==> src/rtl/reset_sequencer_pkg.sv <==
// ============================================================================
// Module   : reset_sequencer_pkg
// Purpose  : Sequencer state encodings (SEQ_WAIT_CLK/HOLD/RELEASE/RUN) and
//            the counter width helper.
// Revision : 1.0
// ============================================================================
`default_nettype none

package reset_sequencer_pkg;

  typedef enum logic [1:0] {
    SEQ_WAIT_CLK = 2'd0,
    SEQ_HOLD     = 2'd1,
    SEQ_RELEASE  = 2'd2,
    SEQ_RUN      = 2'd3
  } seq_state_e;

  // Guards $clog2 against collapsing to zero bits for tiny values.
  function automatic int safe_clog2(input int value);
    return (value > 1) ? $clog2(value) : 1;
  endfunction

endpackage

`default_nettype wire

==> src/rtl/reset_sequencer_if.sv <==
// ============================================================================
// Module   : reset_sequencer_if
// Purpose  : Housekeeping-side control and status bundle of the sequencer.
// Revision : 1.0
// ============================================================================
`default_nettype none

interface reset_sequencer_if #(
  parameter int N_STAGES = 3
);
  logic                clock_valid;
  logic                soft_reset_req;
  logic                wdt_enable;
  logic                wdt_kick;
  logic [N_STAGES-1:0] domain_resetb;
  logic                seq_done;
  logic [1:0]          seq_state;
  logic                wdt_fired;

  modport master (
    output clock_valid, soft_reset_req, wdt_enable, wdt_kick,
    input  domain_resetb, seq_done, seq_state, wdt_fired
  );

  modport slave (
    input  clock_valid, soft_reset_req, wdt_enable, wdt_kick,
    output domain_resetb, seq_done, seq_state, wdt_fired
  );
endinterface

`default_nettype wire

==> src/rtl/reset_seq_sync.sv <==
// ============================================================================
// Module   : reset_seq_sync
// Purpose  : STAGES-deep synchronizer with asynchronous active-low clear.
// Revision : 1.0
// ============================================================================
`default_nettype none

module reset_seq_sync #(
  parameter int STAGES = 2
) (
  input  wire logic clk,
  input  wire logic rst_n,
  input  wire logic i_d,
  output logic      o_q
);

  logic [STAGES-1:0] r_sync;

  generate
    if (STAGES == 1) begin : g_single
      always_ff @(posedge clk or negedge rst_n) begin
        if (!rst_n) r_sync <= 1'b0;
        else        r_sync <= i_d;
      end
    end else begin : g_multi
      always_ff @(posedge clk or negedge rst_n) begin
        if (!rst_n) r_sync <= '0;
        else        r_sync <= {r_sync[STAGES-2:0], i_d};
      end
    end
  endgenerate

  assign o_q = r_sync[STAGES-1];

endmodule

`default_nettype wire

==> src/rtl/reset_sequencer.sv <==
// ============================================================================
// Module   : reset_sequencer
// Purpose  : Ordered release of N_STAGES domain resets after POR and clock-valid,
//            with soft-reset and clock-loss re-sequencing. Optional watchdog
//            enabled by defining RESET_SEQ_WATCHDOG_EN.
// Revision : 1.0
// ============================================================================
`default_nettype none

module reset_sequencer
  import reset_sequencer_pkg::*;
#(
  parameter int N_STAGES    = 3,
  parameter int SYNC_STAGES = 2,
  parameter int STAGE_DELAY = 16,
  parameter int WDT_WIDTH   = 24
) (
  input  wire logic          clock,
  input  wire logic          resetb,
  reset_sequencer_if.slave   bus
);

  localparam int c_CNT_W = safe_clog2(STAGE_DELAY);
  localparam int c_IDX_W = safe_clog2(N_STAGES);
  localparam logic [c_CNT_W-1:0] c_CNT_MAX  = c_CNT_W'(STAGE_DELAY - 1);
  localparam logic [c_IDX_W-1:0] c_IDX_LAST = c_IDX_W'(N_STAGES - 1);

  logic w_rstn_int;
  logic w_cv_s;
  logic w_wdt_expire;

  seq_state_e          r_state;
  logic [c_CNT_W-1:0]  r_cnt;
  logic [c_IDX_W-1:0]  r_idx;
  logic [N_STAGES-1:0] r_dom;
  logic                r_done;
  logic                r_wdt_fired;

  reset_seq_sync #(.STAGES(SYNC_STAGES)) u_rst_sync (
    .clk   (clock),
    .rst_n (resetb),
    .i_d   (1'b1),
    .o_q   (w_rstn_int)
  );

  reset_seq_sync #(.STAGES(SYNC_STAGES)) u_cv_sync (
    .clk   (clock),
    .rst_n (w_rstn_int),
    .i_d   (bus.clock_valid),
    .o_q   (w_cv_s)
  );

`ifdef RESET_SEQ_WATCHDOG_EN
  logic [WDT_WIDTH-1:0] r_wdt_cnt;

  // A kick on the expiry cycle suppresses the fire.
  assign w_wdt_expire = (r_state == SEQ_RUN) && bus.wdt_enable &&
                        !bus.wdt_kick && (&r_wdt_cnt);

  always_ff @(posedge clock or negedge w_rstn_int) begin
    if (!w_rstn_int) begin
      r_wdt_cnt <= '0;
    end else if ((r_state != SEQ_RUN) || bus.wdt_kick || w_wdt_expire) begin
      r_wdt_cnt <= '0;
    end else if (bus.wdt_enable) begin
      r_wdt_cnt <= r_wdt_cnt + 1'b1;
    end
  end
`else
  logic w_unused_wdt;
  assign w_unused_wdt = bus.wdt_enable ^ bus.wdt_kick ^ WDT_WIDTH[0];
  assign w_wdt_expire = 1'b0;
`endif

  always_ff @(posedge clock or negedge w_rstn_int) begin
    if (!w_rstn_int) begin
      r_state     <= SEQ_WAIT_CLK;
      r_cnt       <= '0;
      r_idx       <= '0;
      r_dom       <= '0;
      r_done      <= 1'b0;
      r_wdt_fired <= 1'b0;
    end else begin
      r_wdt_fired <= 1'b0;
      if ((r_state != SEQ_WAIT_CLK) && !w_cv_s) begin
        r_state <= SEQ_WAIT_CLK;
        r_cnt   <= '0;
        r_idx   <= '0;
        r_dom   <= '0;
        r_done  <= 1'b0;
      end else if ((r_state != SEQ_WAIT_CLK) && (w_wdt_expire || bus.soft_reset_req)) begin
        // Aborts take precedence over any release due on this edge.
        r_state     <= SEQ_HOLD;
        r_cnt       <= '0;
        r_idx       <= '0;
        r_dom       <= '0;
        r_done      <= 1'b0;
        r_wdt_fired <= w_wdt_expire;
      end else begin
        case (r_state)
          SEQ_WAIT_CLK: begin
            if (w_cv_s) begin
              r_state <= SEQ_HOLD;
              r_cnt   <= '0;
            end
          end
          SEQ_HOLD: begin
            if (r_cnt == c_CNT_MAX) begin
              r_dom[0] <= 1'b1;
              r_cnt    <= '0;
              if (N_STAGES == 1) begin
                r_state <= SEQ_RUN;
                r_done  <= 1'b1;
              end else begin
                r_idx   <= c_IDX_W'(1);
                r_state <= SEQ_RELEASE;
              end
            end else begin
              r_cnt <= r_cnt + 1'b1;
            end
          end
          SEQ_RELEASE: begin
            if (r_cnt == c_CNT_MAX) begin
              r_dom[r_idx] <= 1'b1;
              r_cnt        <= '0;
              if (r_idx == c_IDX_LAST) begin
                r_state <= SEQ_RUN;
                r_done  <= 1'b1;
              end else begin
                r_idx <= r_idx + 1'b1;
              end
            end else begin
              r_cnt <= r_cnt + 1'b1;
            end
          end
          default: ;
        endcase
      end
    end
  end

  assign bus.domain_resetb = r_dom;
  assign bus.seq_done      = r_done;
  assign bus.seq_state     = r_state;
  assign bus.wdt_fired     = r_wdt_fired;

endmodule

`default_nettype wire

==> src/flat_wrapper.sv <==
// flat-port wrapper written by rule: the top's interface ports become plain ports
module reset_sequencer_flat import reset_sequencer_pkg::*;
#(
  parameter int N_STAGES    = 3,
  parameter int SYNC_STAGES = 2,
  parameter int STAGE_DELAY = 16,
  parameter int WDT_WIDTH   = 24
)
  (clock, resetb, bus_clock_valid, bus_soft_reset_req, bus_wdt_enable, bus_wdt_kick, bus_domain_resetb, bus_seq_done, bus_seq_state, bus_wdt_fired);
  reset_sequencer_if #(.N_STAGES(N_STAGES)) bus_i ();
  input  wire logic clock;
  input  wire logic resetb;
  input wire logic [$bits(bus_i.clock_valid)-1:0] bus_clock_valid;
  input wire logic [$bits(bus_i.soft_reset_req)-1:0] bus_soft_reset_req;
  input wire logic [$bits(bus_i.wdt_enable)-1:0] bus_wdt_enable;
  input wire logic [$bits(bus_i.wdt_kick)-1:0] bus_wdt_kick;
  output wire logic [$bits(bus_i.domain_resetb)-1:0] bus_domain_resetb;
  output wire logic [$bits(bus_i.seq_done)-1:0] bus_seq_done;
  output wire logic [$bits(bus_i.seq_state)-1:0] bus_seq_state;
  output wire logic [$bits(bus_i.wdt_fired)-1:0] bus_wdt_fired;
  assign bus_i.clock_valid = bus_clock_valid;
  assign bus_i.soft_reset_req = bus_soft_reset_req;
  assign bus_i.wdt_enable = bus_wdt_enable;
  assign bus_i.wdt_kick = bus_wdt_kick;
  assign bus_domain_resetb = bus_i.domain_resetb;
  assign bus_seq_done = bus_i.seq_done;
  assign bus_seq_state = bus_i.seq_state;
  assign bus_wdt_fired = bus_i.wdt_fired;
  reset_sequencer #(.N_STAGES(N_STAGES), .SYNC_STAGES(SYNC_STAGES), .STAGE_DELAY(STAGE_DELAY), .WDT_WIDTH(WDT_WIDTH)) u_core (.clock(clock), .resetb(resetb), .bus(bus_i));
endmodule
==> config.mk <==
export PLATFORM = sky130hd
export DESIGN_NAME = reset_sequencer_flat
export DESIGN_NICKNAME = d
export VERILOG_FILES = /design/src/rtl/reset_sequencer_pkg.sv /design/src/rtl/reset_sequencer_if.sv /design/src/rtl/reset_seq_sync.sv /design/src/rtl/reset_sequencer.sv /design/src/flat_wrapper.sv
export SDC_FILE = /design/constraint.sdc
export NUM_CORES = 1
export LEC_CHECK = 0
export CORE_MARGIN = 5
export CORE_UTILIZATION = 55
export DETAILED_ROUTE_END_ITERATION = 8
export GPL_TIMING_DRIVEN = 0
export PLACE_DENSITY = 0.81
export SYNTH_ARGS = -nofsm -noshare
export SYNTH_HDL_FRONTEND = slang
export SYNTH_HIERARCHICAL = 1
export SYNTH_SLANG_ARGS = --single-unit
==> constraint.sdc <==
create_clock -name clock -period 0.8 [get_ports clock]
set_input_delay 0.08 -clock clock [delete_from_list [all_inputs] [get_ports clock]]
set_output_delay 0.08 -clock clock [all_outputs]
set_load 0.02 [all_outputs]
Yosys cells after proc, flatten, opt, wreduce, memory -nomap -nowiden
Index checks and enable logic that the tools add are counted.
- bits of input ports: 6
- output and inout bits: 7
- flip-flop bits (word level): 16
- eq/ne operators: 9
- $lt $le $gt $ge: 2
- bitwise logic cells: 1
- multiplexer cells: 31
- reductions and logical operators: 19
- add/sub/neg operators: 2
- operators with widths (cell ; number):
    $mux 2 ; 12
    $mux 4 ; 4
    $ne 4x1->1 const B ; 3
    $mux 3 ; 3
    $reduce_bool 3->1 ; 3
    $ne 4x2->1 const B ; 2
    $pmux 4 s2 ; 1
    $reduce_bool 4->1 ; 2
    $mux 1 ; 7
    $pmux 2 s3 ; 1
    $reduce_and 3->1 ; 2
    $reduce_and 5->1 ; 1
    $reduce_bool 5->1 ; 1
    $add 4x1->4 const B ; 1
    $eq 2x2->1 const B ; 2
    $eq 4x4->1 const B ; 1
    $pmux 2 s2 ; 1
    $reduce_and 2->1 ; 2
    $reduce_and 4->1 ; 1
    $logic_and 1x1->1 ; 3
    $lt 2x3->1 const B ; 1
    $or 3x3->3 ; 1
    $add 2x1->2 const B ; 1
    $demux 1 s2 ; 1
    other kinds (7) ; 7

Depth between registers and ports, before layout
Gate-level depths: netlist (run 1).
- depth in word-level cells: 9
- gate-level depth with buffers: 7

Hierarchy
Netlist (run 1), hierarchy kept.
- by module, submodules not included (module ; times used ; cells each ; area each (um^2) ; sequential area each (um^2)):
    reset_sequencer ; 1 ; 83 ; 780.7 ; 300.3
    reset_seq_sync ; 2 ; 2 ; 50.0 ; 50.0

Worst setup path before layout (run 1)
OpenSTA, ideal clock, no wires.
- path type: reg-to-reg
- start: register u_core.r_state[0], in the netlist u_core/bus.seq_state[0]
- end: register u_core.r_idx[1]
- path buffers: 0
- stages on the path, launching flop included: 7
- setup time: 0.104 ns
- data required time: 0.696 ns
- data arrival time: 1.715 ns
- path slack: -1.019 ns
- clock period less this slack: 1.819 ns
- path through: dfrtp_1 > inv_1 > ha_1 > nor2_1 > o21a_4 > or4b_1 > o311ai_1
- word-level cells in the longest chain between the ends: 4
- elaborated cells on any way between the ends: 13
- those cells by class: 5 x eq/ne; 3 x mux; 5 x reduce/logical
- RTL lines (what ; line ; text):
    from (decl) ; reset_sequencer.sv:32 ; seq_state_e r_state;
    from (signal assigned) ; reset_sequencer.sv:77 ; r_state <= SEQ_WAIT_CLK;
    from (signal assigned) ; reset_sequencer.sv:86 ; r_state <= SEQ_WAIT_CLK;
    from (signal assigned) ; reset_sequencer.sv:93 ; r_state <= SEQ_HOLD;
    $eq 2x2->1 (tied with other cells) ; reset_sequencer.sv:100 ; case (r_state)
    $pmux 2 s2 (tied with other cells) ; reset_sequencer.sv:100 ;
    $mux 2 (tied with other cells) ; reset_sequencer.sv:91 ; end else if ((r_state != SEQ_WAIT_CLK) && (w_wdt_expire || bus.soft_reset_req)) begin
    $mux 2 / $reduce_and 4->1 (equally long branches) ; - ;
    to (signal assigned) ; reset_sequencer.sv:115 ; r_idx <= c_IDX_W'(1);
    to (signal assigned) ; reset_sequencer.sv:130 ; r_idx <= r_idx + 1'b1;
    to (decl) ; reset_sequencer.sv:34 ; logic [c_IDX_W-1:0] r_idx;
Parallel ways exist; a longest one is shown, timed or not.
A chain may end at the register's enable or synchronous reset.

Worst setup path in the final report (run 1)
- start: register u_core.r_idx[0]
- end: register u_core.r_state[0], in the netlist u_core/bus.seq_state[0]
- word-level cells in the longest chain between the ends: 3
- RTL lines (what ; line ; text):
    $eq 2x2->1 ; reset_sequencer.sv:126 ; if (r_idx == c_IDX_LAST) begin
    $ne 4x1->1 (no source line) ; - ;
    $reduce_and 5->1 (no source line) ; - ;
    to (signal assigned) ; reset_sequencer.sv:112 ; r_state <= SEQ_RUN;
    to (signal assigned) ; reset_sequencer.sv:116 ; r_state <= SEQ_RELEASE;
    to (signal assigned) ; reset_sequencer.sv:127 ; r_state <= SEQ_RUN;
Every way passes these cells.

==> results.toml, run 1 <==
[setup_path]
critical_path_class = "flop to flop"
crit_required_ps = 1020
worstPathArrival_ps = 1980
worstSetupStartpointType = "flop"
worst_r2r_startpoint = "u_core/r_idx[0]$_DFFE_PN0P_"
rr_worst_depth = 6
cp-endpoint = "u_core/bus.seq_state[0]$_DFFE_PN0P_"
timing.rr.end = "u_core/bus.seq_state[0]$_DFFE_PN0P_"
critical_path.endpoint_type = "flop"
critical_path.startpoint = "u_core/r_idx[0]$_DFFE_PN0P_"
crit_path_max_fanout = 5
r2r_setup_slack_ps = -960

[clocking]
tritoncts = "built"
worstSkewPairLatency_ps = 310
clock-sinks = 16
clk_transition_reported_paths_ps = 110
cts_made_buffers = 3
max-clock-path-buffers = 2
cts_root_buf = "sky130_fd_sc_hd__clkbuf_4"
htree_num_levels = 1

[place]
preCtsSetupSlack_ps = -855
routabilityCongestion = 0.816
place.detailed.hpwl_um = 1190
port_buffers = 9

[detailed_routing]
routed_wirelength_um = 3570
drtAntennaViolNets = 0
per_cell_routed_wire_length_um = 24.6
vias = 908
drt_pre_antenna_iters = 6
vias_per_cell = 6.26
drt_iter0_markers = 52
drc_violation_count_after_routing = 0

[yosys]
yosys.area.top_type_share = 0.455
flip_flop_cell_with_the_highest_count_after_synthesis = "sky130_fd_sc_hd__dfrtp_1"
syn-num-nets = 102
yosys-top-cells-area = "sky130_fd_sc_hd__dfrtp_1 (45%), sky130_fd_sc_hd__ha_1 (13%), sky130_fd_sc_hd__nor2_1 (5.5%)"
ys_types = 33
synthTopCellsByCount = "sky130_fd_sc_hd__dfrtp_1 (16), sky130_fd_sc_hd__nor2_1 (13), sky130_fd_sc_hd__ha_1 (9)"
syn_inst = 87
synth.avg_cell_area_um2 = 10.1
cell_area_synth_um2 = 881
synth-seq-area-share = 0.455
synth_enable_flop_cells = 0
yosysWarningCount = 6
ys_ff_latch = 16
netlist.top_cell.by_area = "sky130_fd_sc_hd__dfrtp_1"
async_reset_ff_frac = 1.00
synthMostInstantiatedCell = "sky130_fd_sc_hd__dfrtp_1"

[power]
internal-power_mw = 3.19
power.density_mw_per_mm2 = 3800
swShare = 0.423
sequential_power_share = 0.208
vdd_ir_drop_max_uv = 3510
fin_total_pwr_mw = 5.53
p_comb_frac = 0.686
cellLeakagePower_nw = 0.673
power_switching_mw = 2.34
power.share.clock = 0.106

[global_route]
antenna_found_initial = 0
grt_overflow = 0
number_of_global_route_vias_before_repair = 837
grt_start_max_net_pins = 15
global_route.usage.total = 0.234
grt_first_pass_wirelength_um = 4130

[finish]
finish.net_count = 145
final_layout_size_suffix_gt1_frac = 0.519
filler_cell_count = 25
insertedDiodeCount = 0
area_growth_pct = 64.9

[floorplan]
die_area_mm2 = 0.00250
pin_count = 13
initial_core_util = 0.585
die_w_um = 50.0
num_rows = 14
coreArea_mm2 = 0.00151
dieHeight_um = 50.0

[sta]
final_max_slew_viol_count = 0
period_needed_ps = 1760
timing.final.crit_share = 2.20
fmaxAchievable_mhz = 568
final_hold_viol_count = 0
worst_slack_ps = -961
finalSetupViolCount = 18
timing.clock.skew_ps = 1.24
whs_ps = 168
total_neg_setup_slack_ps = -10400
unrepaired_setup_endpoints_after_global_routing = "yes"

[run]
drv_cap = 0

[run_status]
status = "finished with violations"
violations = "setup timing"

[min_path]
hold_path.class = "flop to async pin"
cell families (layout without fill, tap and decap cells):
kind of cell,count (synthesis),after routing,synth area share
buf+inv,7,49,0.0355
compound gates,20,20,0.169
flops,16,16,0.455
other cells,2,2,0.00853
simple gates,31,31,0.182
mux,2,2,0.0227
fa+ha+maj,9,9,0.128
worst max-delay path, cell delays in order, from the launching register on:
cell and delay, ps:
sky130_fd_sc_hd__dfrtp_1 470, sky130_fd_sc_hd__inv_1 100, sky130_fd_sc_hd__ha_1 290, sky130_fd_sc_hd__nor2b_4 170, sky130_fd_sc_hd__nor2_2 70, sky130_fd_sc_hd__o211ai_1 300
sky130_fd_sc_hd__mux2i_1 280
registers in the layout, summed over array words and instances, names as in the netlist:
signal / cells
u_core/u_cv_sync/r_sync: 2
u_core/bus.domain_resetb: 3
u_core/r_cnt: 4
u_core/bus.seq_done: 1
u_core/u_rst_sync/r_sync: 2
u_core/r_idx: 2
u_core/bus.seq_state: 2
worst min path at each step:
| stage | from | endpoint | slack (ps) | cells past startpoint |
|---|---|---|---|---|
| floorplan | resetb | u_core/u_rst_sync/r_sync[0]$_DFF_PN0_ | -220 | 0 |
| global placement | u_core/u_rst_sync/r_sync[1]$_DFF_PN0_ | u_core/bus.domain_resetb[2]$_DFFE_PN0P_ | 240 | 0 |
| detailed placement | resetb | u_core/u_rst_sync/r_sync[0]$_DFF_PN0_ | 250 | 1 |
| CTS | bus_clock_valid | u_core/u_cv_sync/r_sync[0]$_DFF_PN0_ | 210 | 1 |
| global route | u_core/u_rst_sync/r_sync[1]$_DFF_PN0_ | u_core/r_cnt[2]$_DFFE_PN0P_ | 190 | 0 |
| finish | u_core/u_rst_sync/r_sync[1]$_DFF_PN0_ | u_core/u_cv_sync/r_sync[0]$_DFF_PN0_ | 170 | 0 |
per-layer routing:
metal  vias up  global-route usage  share of wire
li1        387                   -              -
met1       436               0.250           0.35
met2        65               0.374           0.53
met3        20              0.0693          0.072
met4         0               0.183          0.050
met5         -                   0              0
power by group through the flow:
stage                     combinational (mW)  clock (mW)  sequential (mW)
after floorplan                         1.44           0             1.21
after global placement                  1.87           0             1.16
after detailed placement                1.91           0             1.16
after CTS                               2.56       0.559             1.13
after global routing                    4.00       0.636             1.17
final                                   3.79       0.588             1.15
repair_timing:
action | 4_1_cts | 5_1_grt
pin swaps | 14 | 9
cloned | 0 | 0
hold endpoints to repair | 2 | 0
buffers inserted | 16 | 14
hold buffers | 1 | 0
setup endpoints to repair | 18 | 20
resized for setup | 44 | 17
cells in the final DEF, fill, tap and decap left out, types with 2 or more instances in the layout:
| cell | n |
|---|---|
| sky130_fd_sc_hd__clkbuf_4 | 3 |
| sky130_fd_sc_hd__nand2b_1 | 2 |
| sky130_fd_sc_hd__inv_1 | 3 |
| sky130_fd_sc_hd__nand2_1 | 3 |
| sky130_fd_sc_hd__nor2_4 | 4 |
| sky130_fd_sc_hd__ha_1 | 4 |
| sky130_fd_sc_hd__nor2_1 | 8 |
| sky130_fd_sc_hd__nor2_2 | 2 |
| sky130_fd_sc_hd__dfrtp_2 | 3 |
| sky130_fd_sc_hd__ha_4 | 4 |
| sky130_fd_sc_hd__buf_6 | 10 |
| sky130_fd_sc_hd__dfrtp_1 | 13 |
| sky130_fd_sc_hd__conb_1 | 2 |
| sky130_fd_sc_hd__buf_4 | 24 |
| sky130_fd_sc_hd__clkdlybuf4s50_1 | 3 |
| sky130_fd_sc_hd__mux2i_1 | 2 |
| sky130_fd_sc_hd__o21ai_0 | 4 |
| sky130_fd_sc_hd__a22o_1 | 4 |
stage by stage:
step / instance area (µm²) / std cells / utilization
2_1_floorplan: 972 / 87 / -
3_3_place_gp: 1080 / 112 / 0.718
3_5_place_dp: 1080 / 112 / 0.718
4_1_cts: 1290 / 132 / 0.856
5_1_grt: 1450 / 145 / 0.964
6_report: 1450 / 145 / 0.964
layout make-up:
cell class,count,area (µm²),area share
clock buffers,4,36.3,0.0250
multi-input cells,64,608,0.419
flip-flops and latches,16,404,0.278
well taps,16,20.0,0.0138
inverters,5,26.3,0.0181
repair buffers,39,350,0.241
plain buffers,1,7.51,0.00517
Power figures use the tool's default switching activity.
==> inputs of run 2 (changes only) <==
--- a/config.mk
+++ b/config.mk
@@ -6,10 +6,10 @@
 export NUM_CORES = 1
 export LEC_CHECK = 0
 export CORE_MARGIN = 5
-export CORE_UTILIZATION = 55
+export CORE_UTILIZATION = 51
 export DETAILED_ROUTE_END_ITERATION = 8
 export GPL_TIMING_DRIVEN = 0
-export PLACE_DENSITY = 0.81
+export PLACE_DENSITY = 0.76
 export SYNTH_ARGS = -nofsm -noshare
 export SYNTH_HDL_FRONTEND = slang
 export SYNTH_HIERARCHICAL = 1
==> constraint.sdc (replaced) <==
create_clock -name clock -period 1.87 [get_ports clock]
set_input_delay 0.187 -clock clock [delete_from_list [all_inputs] [get_ports clock]]
set_output_delay 0.187 -clock clock [all_outputs]
set_load 0.02 [all_outputs]
==> run 2 against run 1 <==
Compared with the run above: clock-buffer cell count unchanged; highest routed layer unchanged; the run now ends clean; maximum frequency up 1.7%; setup slack better by 1100 ps; sequential share of layout area grew 11 points; non-clock buffer count is 29 lower.
==> results.toml, run 2 (synthesis results as in run 1) <==
[sta]
finalSetupViolCount = 0
timing.max_slew.rel_slack = 0.624
total_neg_setup_slack_ps = 0
whs_ps = 61.4
worst_slack_ps = 138
final_max_slew_viol_count = 0
final_hold_viol_count = 0
max_slew.worst_pin.slew_ps = 564
fmaxAchievable_mhz = 577
timing.final.crit_share = 0.926
timing.clock.skew_ps = 4.90
unrepaired_setup_endpoints_after_global_routing = "no"
period_needed_ps = 1730

[finish]
post_layout_nonfiller_instances = 117
area_growth_pct = 18.2
layout_common_cells = "sky130_fd_sc_hd__dfrtp_1 (16), sky130_fd_sc_hd__nor2_1 (12), sky130_fd_sc_hd__clkdlybuf4s50_1 (9)"
multi_input_area_um2 = 459
final_layout_size_suffix_gt1_frac = 0.150
stdcell_area_mm2 = 0.00104
largest_register_ff_count = 4
filler_cell_count = 150
area.sequential_um2 = 400
finalCoreUtilization = 0.616
mostFrequentLayoutCell = "sky130_fd_sc_hd__dfrtp_1"
insertedDiodeCount = 0
finish.net_count = 116
regMostFlops = "u_core/r_cnt"

[floorplan]
num_rows = 15
initial_core_util = 0.521
die_w_um = 51.6
coreArea_mm2 = 0.00169
dieHeight_um = 51.6
pin_count = 13
die_area_mm2 = 0.00266

[detailed_routing]
vias_per_cell = 5.87
drc_violation_count_after_routing = 0
dr_wl_met2_um = 787
per_cell_routed_wire_length_um = 13.9
drtAntennaViolNets = 0
vias = 687
routed.top_layer = "met4"
drt_pre_antenna_iters = 4
routed_wirelength_um = 1620
met3_wirelength_um = 88
drt_iter0_markers = 10
routedLengthMet1_um = 726

[setup_path]
worstSetupStartpointType = "flop"
crit_path_max_fanout = 8
critical-path-slowest-cell = "sky130_fd_sc_hd__or4b_1"
cell_chain_of_the_critical_path = "inv_2 -> ha_2 -> nor2_2 -> o21a_4 -> or4b_1 -> o311ai_1"
crit_required_ps = 2030
critical_path_class = "flop to flop"
crit_buf_inv = 1
worst_path_largest_cell_delay_ps = 430
worstPathArrival_ps = 1890
critical_path.endpoint_type = "flop"
critical-path-top-delay-family = "simple AND/OR/NAND/NOR gates"

[power]
internal-power_mw = 0.839
swShare = 0.399
power.share.clock = 0.158
power.density_mw_per_mm2 = 1340
sequential_power_share = 0.337
p_comb_frac = 0.505
fin_total_pwr_mw = 1.39
cellLeakagePower_nw = 0.479
power_switching_mw = 0.556
vdd_ir_drop_max_uv = 747

[global_route]
grt_start_max_net_pins = 15
grt_overflow = 0
antenna_found_initial = 0
grt_first_pass_wirelength_um = 2880
number_of_global_route_vias_before_repair = 695
global_route.usage.total = 0.142

[clocking]
tritoncts = "built"
max-clock-path-buffers = 2
cts_made_buffers = 3
clock-sinks = 16
cts_root_buf = "sky130_fd_sc_hd__clkbuf_4"
htree_num_levels = 1
worstSkewPairLatency_ps = 280
clk_transition_reported_paths_ps = 90

[place]
place_area_um2 = 992
port_buffers = 9
preCtsSetupSlack_ps = 10.4
place.detailed.hpwl_um = 1230
routabilityCongestion = 0.754
number_of_cells_in_the_design_after_placement = 113

[min_path]
hold_path.class = "input port to async pin"

[run]
drv_cap = 0

[run_status]
status = "complete, no violations"
==> run 2: cell types whose count changed in the layout (fill, tap and decap cells not counted), sizes merged <==
cell | before | now
buf | 36 | 1
clkbuf | 4 | 5
dlygate4sd3 | 1 | 0
inv | 4 | 5
clkdlybuf4s50 | 3 | 9
clkinv | 1 | 0
==> run 2: worst register-to-register path, delay by kind of cell (launching register included) <==
| kind | cells | cell delay [ps] |
|---|---|---|
| and+or+nand+nor | 2 | 590 |
| DFF | 1 | 420 |
| AOI/OAI and AO/OA | 2 | 290 |
| adders and majority gates | 1 | 240 |
| buffers and inverters | 1 | 80 |
==> run 2: path summary, 6_finish.rpt <==
check / cells past startpoint / end / startpoint / slack [ps]
max in group asynchronous: 0 / u_core/r_cnt[3]$_DFFE_PN0P_ / u_core/u_rst_sync/r_sync[1]$_DFF_PN0_ / 1270
worst min register to register: 0 / u_core/u_cv_sync/r_sync[1]$_DFF_PN0_ / u_core/u_rst_sync/r_sync[1]$_DFF_PN0_ / 230
worst max register to register: 6 / u_core/r_idx[1]$_DFFE_PN0P_ / u_core/bus.seq_state[0]$_DFFE_PN0P_ / 140
min in group clock: 1 / u_core/u_cv_sync/r_sync[0]$_DFF_PN0_ / bus_clock_valid / 350
worst min-delay path: 1 / u_core/u_rst_sync/r_sync[0]$_DFF_PN0_ / resetb / 60
worst max-delay path: 6 / u_core/r_idx[1]$_DFFE_PN0P_ / u_core/bus.seq_state[0]$_DFFE_PN0P_ / 140
==> run 2: area by class of cell <==
cell class | count | share of cell area
multi-input combinational | 64 | 0.441
sequential | 16 | 0.385
timing repair buffer | 9 | 0.0865
clock buffer | 4 | 0.0349
tap | 17 | 0.0204
inverter | 5 | 0.0180
buffer | 2 | 0.0144
==> run 2: what timing repair did <==
item | in CTS | in global routing
setup buffers | 0 | 0
resized for setup | 1 | 6
endpoints found under the setup margin | 1 | 7
hold buffers | 0 | 0
==> run 2: power groups by stage <==
stage | logic, mW | registers, mW | clock network (mW)
finish | 0.704 | 0.470 | 0.220
CTS | 0.675 | 0.468 | 0.232
detailed placement | 0.665 | 0.476 | 0
global route | 0.773 | 0.483 | 0.246
global placement | 0.644 | 0.471 | 0
floorplan | 0.473 | 0.497 | 0
==> run 2: per-layer routing <==
layer,GRT usage,vias to the layer above
li1,-,327
met3,0.0372,4
met1,0.166,333
met4,0.0524,0
met5,0,-
met2,0.248,23
==> inputs of run 3 (changes only) <==
--- a/config.mk
+++ b/config.mk
@@ -6,10 +6,10 @@
 export NUM_CORES = 1
 export LEC_CHECK = 0
 export CORE_MARGIN = 5
-export CORE_UTILIZATION = 51
+export CORE_UTILIZATION = 25
 export DETAILED_ROUTE_END_ITERATION = 8
 export GPL_TIMING_DRIVEN = 0
-export PLACE_DENSITY = 0.76
+export PLACE_DENSITY = 0.55
 export SYNTH_ARGS = -nofsm -noshare
 export SYNTH_HDL_FRONTEND = slang
 export SYNTH_HIERARCHICAL = 1
==> constraint.sdc (replaced) <==
create_clock -name clock -period 1.87 [get_ports clock]
set_input_delay 0.187 -clock clock [delete_from_list [all_inputs] [get_ports clock]]
set_output_delay 0.187 -clock clock [all_outputs]
set_load 0.005 [all_outputs]
==> run 3 against run 2 <==
Compared with the run above: cell area increased by 4.2%; critical path depth is 1 lower; clock skew increased by 6.6 ps; clock-buffer cell count is the same; combinational power down 3.3%; utilization is 29 points lower; worst hold slack got worse by 5.4 ps; flip-flop and latch count stayed put; cell count is 26% higher; wire length down 3.5%; largest power group unchanged; highest routed layer unchanged.
==> results.toml, run 3 (synthesis results as in run 1) <==
[run_status]
status = "complete, no violations"

[detailed_routing]
drt_iter0_markers = 26
per_cell_routed_wire_length_um = 10.7
drc_violation_count_after_routing = 0
vias_per_cell = 4.52
vias = 664
drt_pre_antenna_iters = 4
routed_wirelength_um = 1570
drtAntennaViolNets = 0

[finish]
multi_input_area_um2 = 459
regMostFlops = "u_core/r_cnt"
finish.net_count = 117
filler_cell_count = 369
layout_common_cells = "sky130_fd_sc_hd__dfrtp_1 (16), sky130_fd_sc_hd__nor2_1 (12), sky130_fd_sc_hd__clkdlybuf4s50_1 (9)"
mostFrequentLayoutCell = "sky130_fd_sc_hd__dfrtp_1"
area_growth_pct = 23.2
area.sequential_um2 = 400
post_layout_nonfiller_instances = 147
final_layout_size_suffix_gt1_frac = 0.149
largest_register_ff_count = 4
insertedDiodeCount = 0

[global_route]
met1_capacity_usage_during_global_routing = 0.0866
grt_busiest_layer = "met2"
grt_overflow = 0
gr-usage-met2 = 0.112
antenna_found_initial = 0
grt_first_pass_wirelength_um = 2730
global_route.usage.total = 0.0694
grt_start_max_net_pins = 15
number_of_global_route_vias_before_repair = 610
gr-usage-met3 = 0.0203

[clocking]
cts_made_buffers = 3
max-clock-path-buffers = 2
clk_transition_reported_paths_ps = 110
htree_num_levels = 1
post_cts_hold_buffer_count = 0
cts_root_buf = "sky130_fd_sc_hd__clkbuf_4"
worstSkewPairLatency_ps = 290
clock-sinks = 16
tritoncts = "built"

[sta]
final_hold_viol_count = 0
timing.clock.skew_ps = 11.5
whs_ps = 56.0
fmaxAchievable_mhz = 581
unrepaired_setup_endpoints_after_global_routing = "no"
finalSetupViolCount = 0
period_needed_ps = 1720
max_slew.worst_pin.slew_ps = 558
timing.final.crit_share = 0.920
final_max_slew_viol_count = 0
total_neg_setup_slack_ps = 0
timing.max_slew.rel_slack = 0.628
worst_slack_ps = 150

[setup_path]
crit_required_ps = 2050
r2r_setup_slack_ps = 150
worst_r2r_startpoint = "u_core/bus.seq_state[0]$_DFFE_PN0P_"
worst_path_largest_cell_delay_ps = 390
worstPathArrival_ps = 1900
crit_buf_inv = 1
crit_path_max_fanout = 4
critical_path_class = "flop to flop"
critical-path-top-delay-family = "compound AO/OA/AOI/OAI gates"
timing.rr.end = "u_core/r_cnt[2]$_DFFE_PN0P_"
worstSetupStartpointType = "flop"
rr_worst_depth = 5
critical_path.endpoint_type = "flop"
critical-path-slowest-cell = "sky130_fd_sc_hd__dfrtp_1"
cell_chain_of_the_critical_path = "inv_1 -> ha_1 -> o31ai_2 -> nor2_1 -> a22o_1"

[place]
preCtsSetupSlack_ps = 33.3
place.detailed.hpwl_um = 1220
routabilityCongestion = 0.815
number_of_cells_in_the_design_after_placement = 142
port_buffers = 9

[floorplan]
die_w_um = 69.4
pin_count = 13
initial_core_util = 0.262
die_area_mm2 = 0.00481
coreArea_mm2 = 0.00336
dieHeight_um = 69.4
num_rows = 21

[min_path]
hold_path.class = "input port to async pin"

[power]
cellLeakagePower_nw = 0.484
vdd_ir_drop_max_uv = 578
power.density_mw_per_mm2 = 1270

[run]
drv_cap = 0
## run 3: routing by layer
layer / up-vias / part of all wire / wire (µm)
met5: - / 0 / 0
met2: 7 / 0.51 / 791
li1: 334 / - / -
met1: 321 / 0.45 / 709
met4: 0 / 0.0051 / 8
met3: 2 / 0.036 / 57
## run 3: power by group
group | leakage, nW | switching [mW] | internal [mW]
logic | 0.256 | 0.359 | 0.321
clock network | 0.0210 | 0.113 | 0.118
registers | 0.208 | 0.0560 | 0.409
total | 0.484 | 0.528 | 0.849
## run 3: cell type report
type	count	area share
plain buffers	2	0.0138
repair buffers	10	0.0900
well taps	46	0.0531
inverters	5	0.0173
flip-flops and latches	16	0.369
multi-input cells	64	0.423
clock buffers	4	0.0334
## run 3: through the flow
step           power [mW]  area (µm²)  utilization
5_1_grt              1.50        1080        0.323
2_1_floorplan       0.939         881            -
3_3_place_gp         1.09        1030        0.306
4_1_cts              1.35        1070        0.317
3_5_place_dp         1.11        1030        0.306
6_report             1.38        1080        0.323
## run 3: how the worst max path moves through the flow
stage	from	slack (ps)	to	depth (start not counted)
final	u_core/bus.seq_state[0]$_DFFE_PN0P_	150	u_core/r_cnt[2]$_DFFE_PN0P_	5
after global routing	u_core/bus.seq_state[0]$_DFFE_PN0P_	20	u_core/r_idx[1]$_DFFE_PN0P_	6
after CTS	u_core/bus.seq_state[0]$_DFFE_PN0P_	6	u_core/r_cnt[2]$_DFFE_PN0P_	6
after detailed placement	u_core/bus.seq_state[0]$_DFFE_PN0P_	30	u_core/r_idx[1]$_DFFE_PN0P_	6
after global placement	u_core/bus.seq_state[0]$_DFFE_PN0P_	70	u_core/r_cnt[3]$_DFFE_PN0P_	5
after floorplan	u_core/bus.seq_state[0]$_DFFE_PN0P_	180	u_core/r_idx[1]$_DFFE_PN0P_	6
## run 3: repair_timing
action                                  CTS  global route
buffers inserted                          0             1
resized for setup                         1             5
endpoints found under the setup margin    1             5
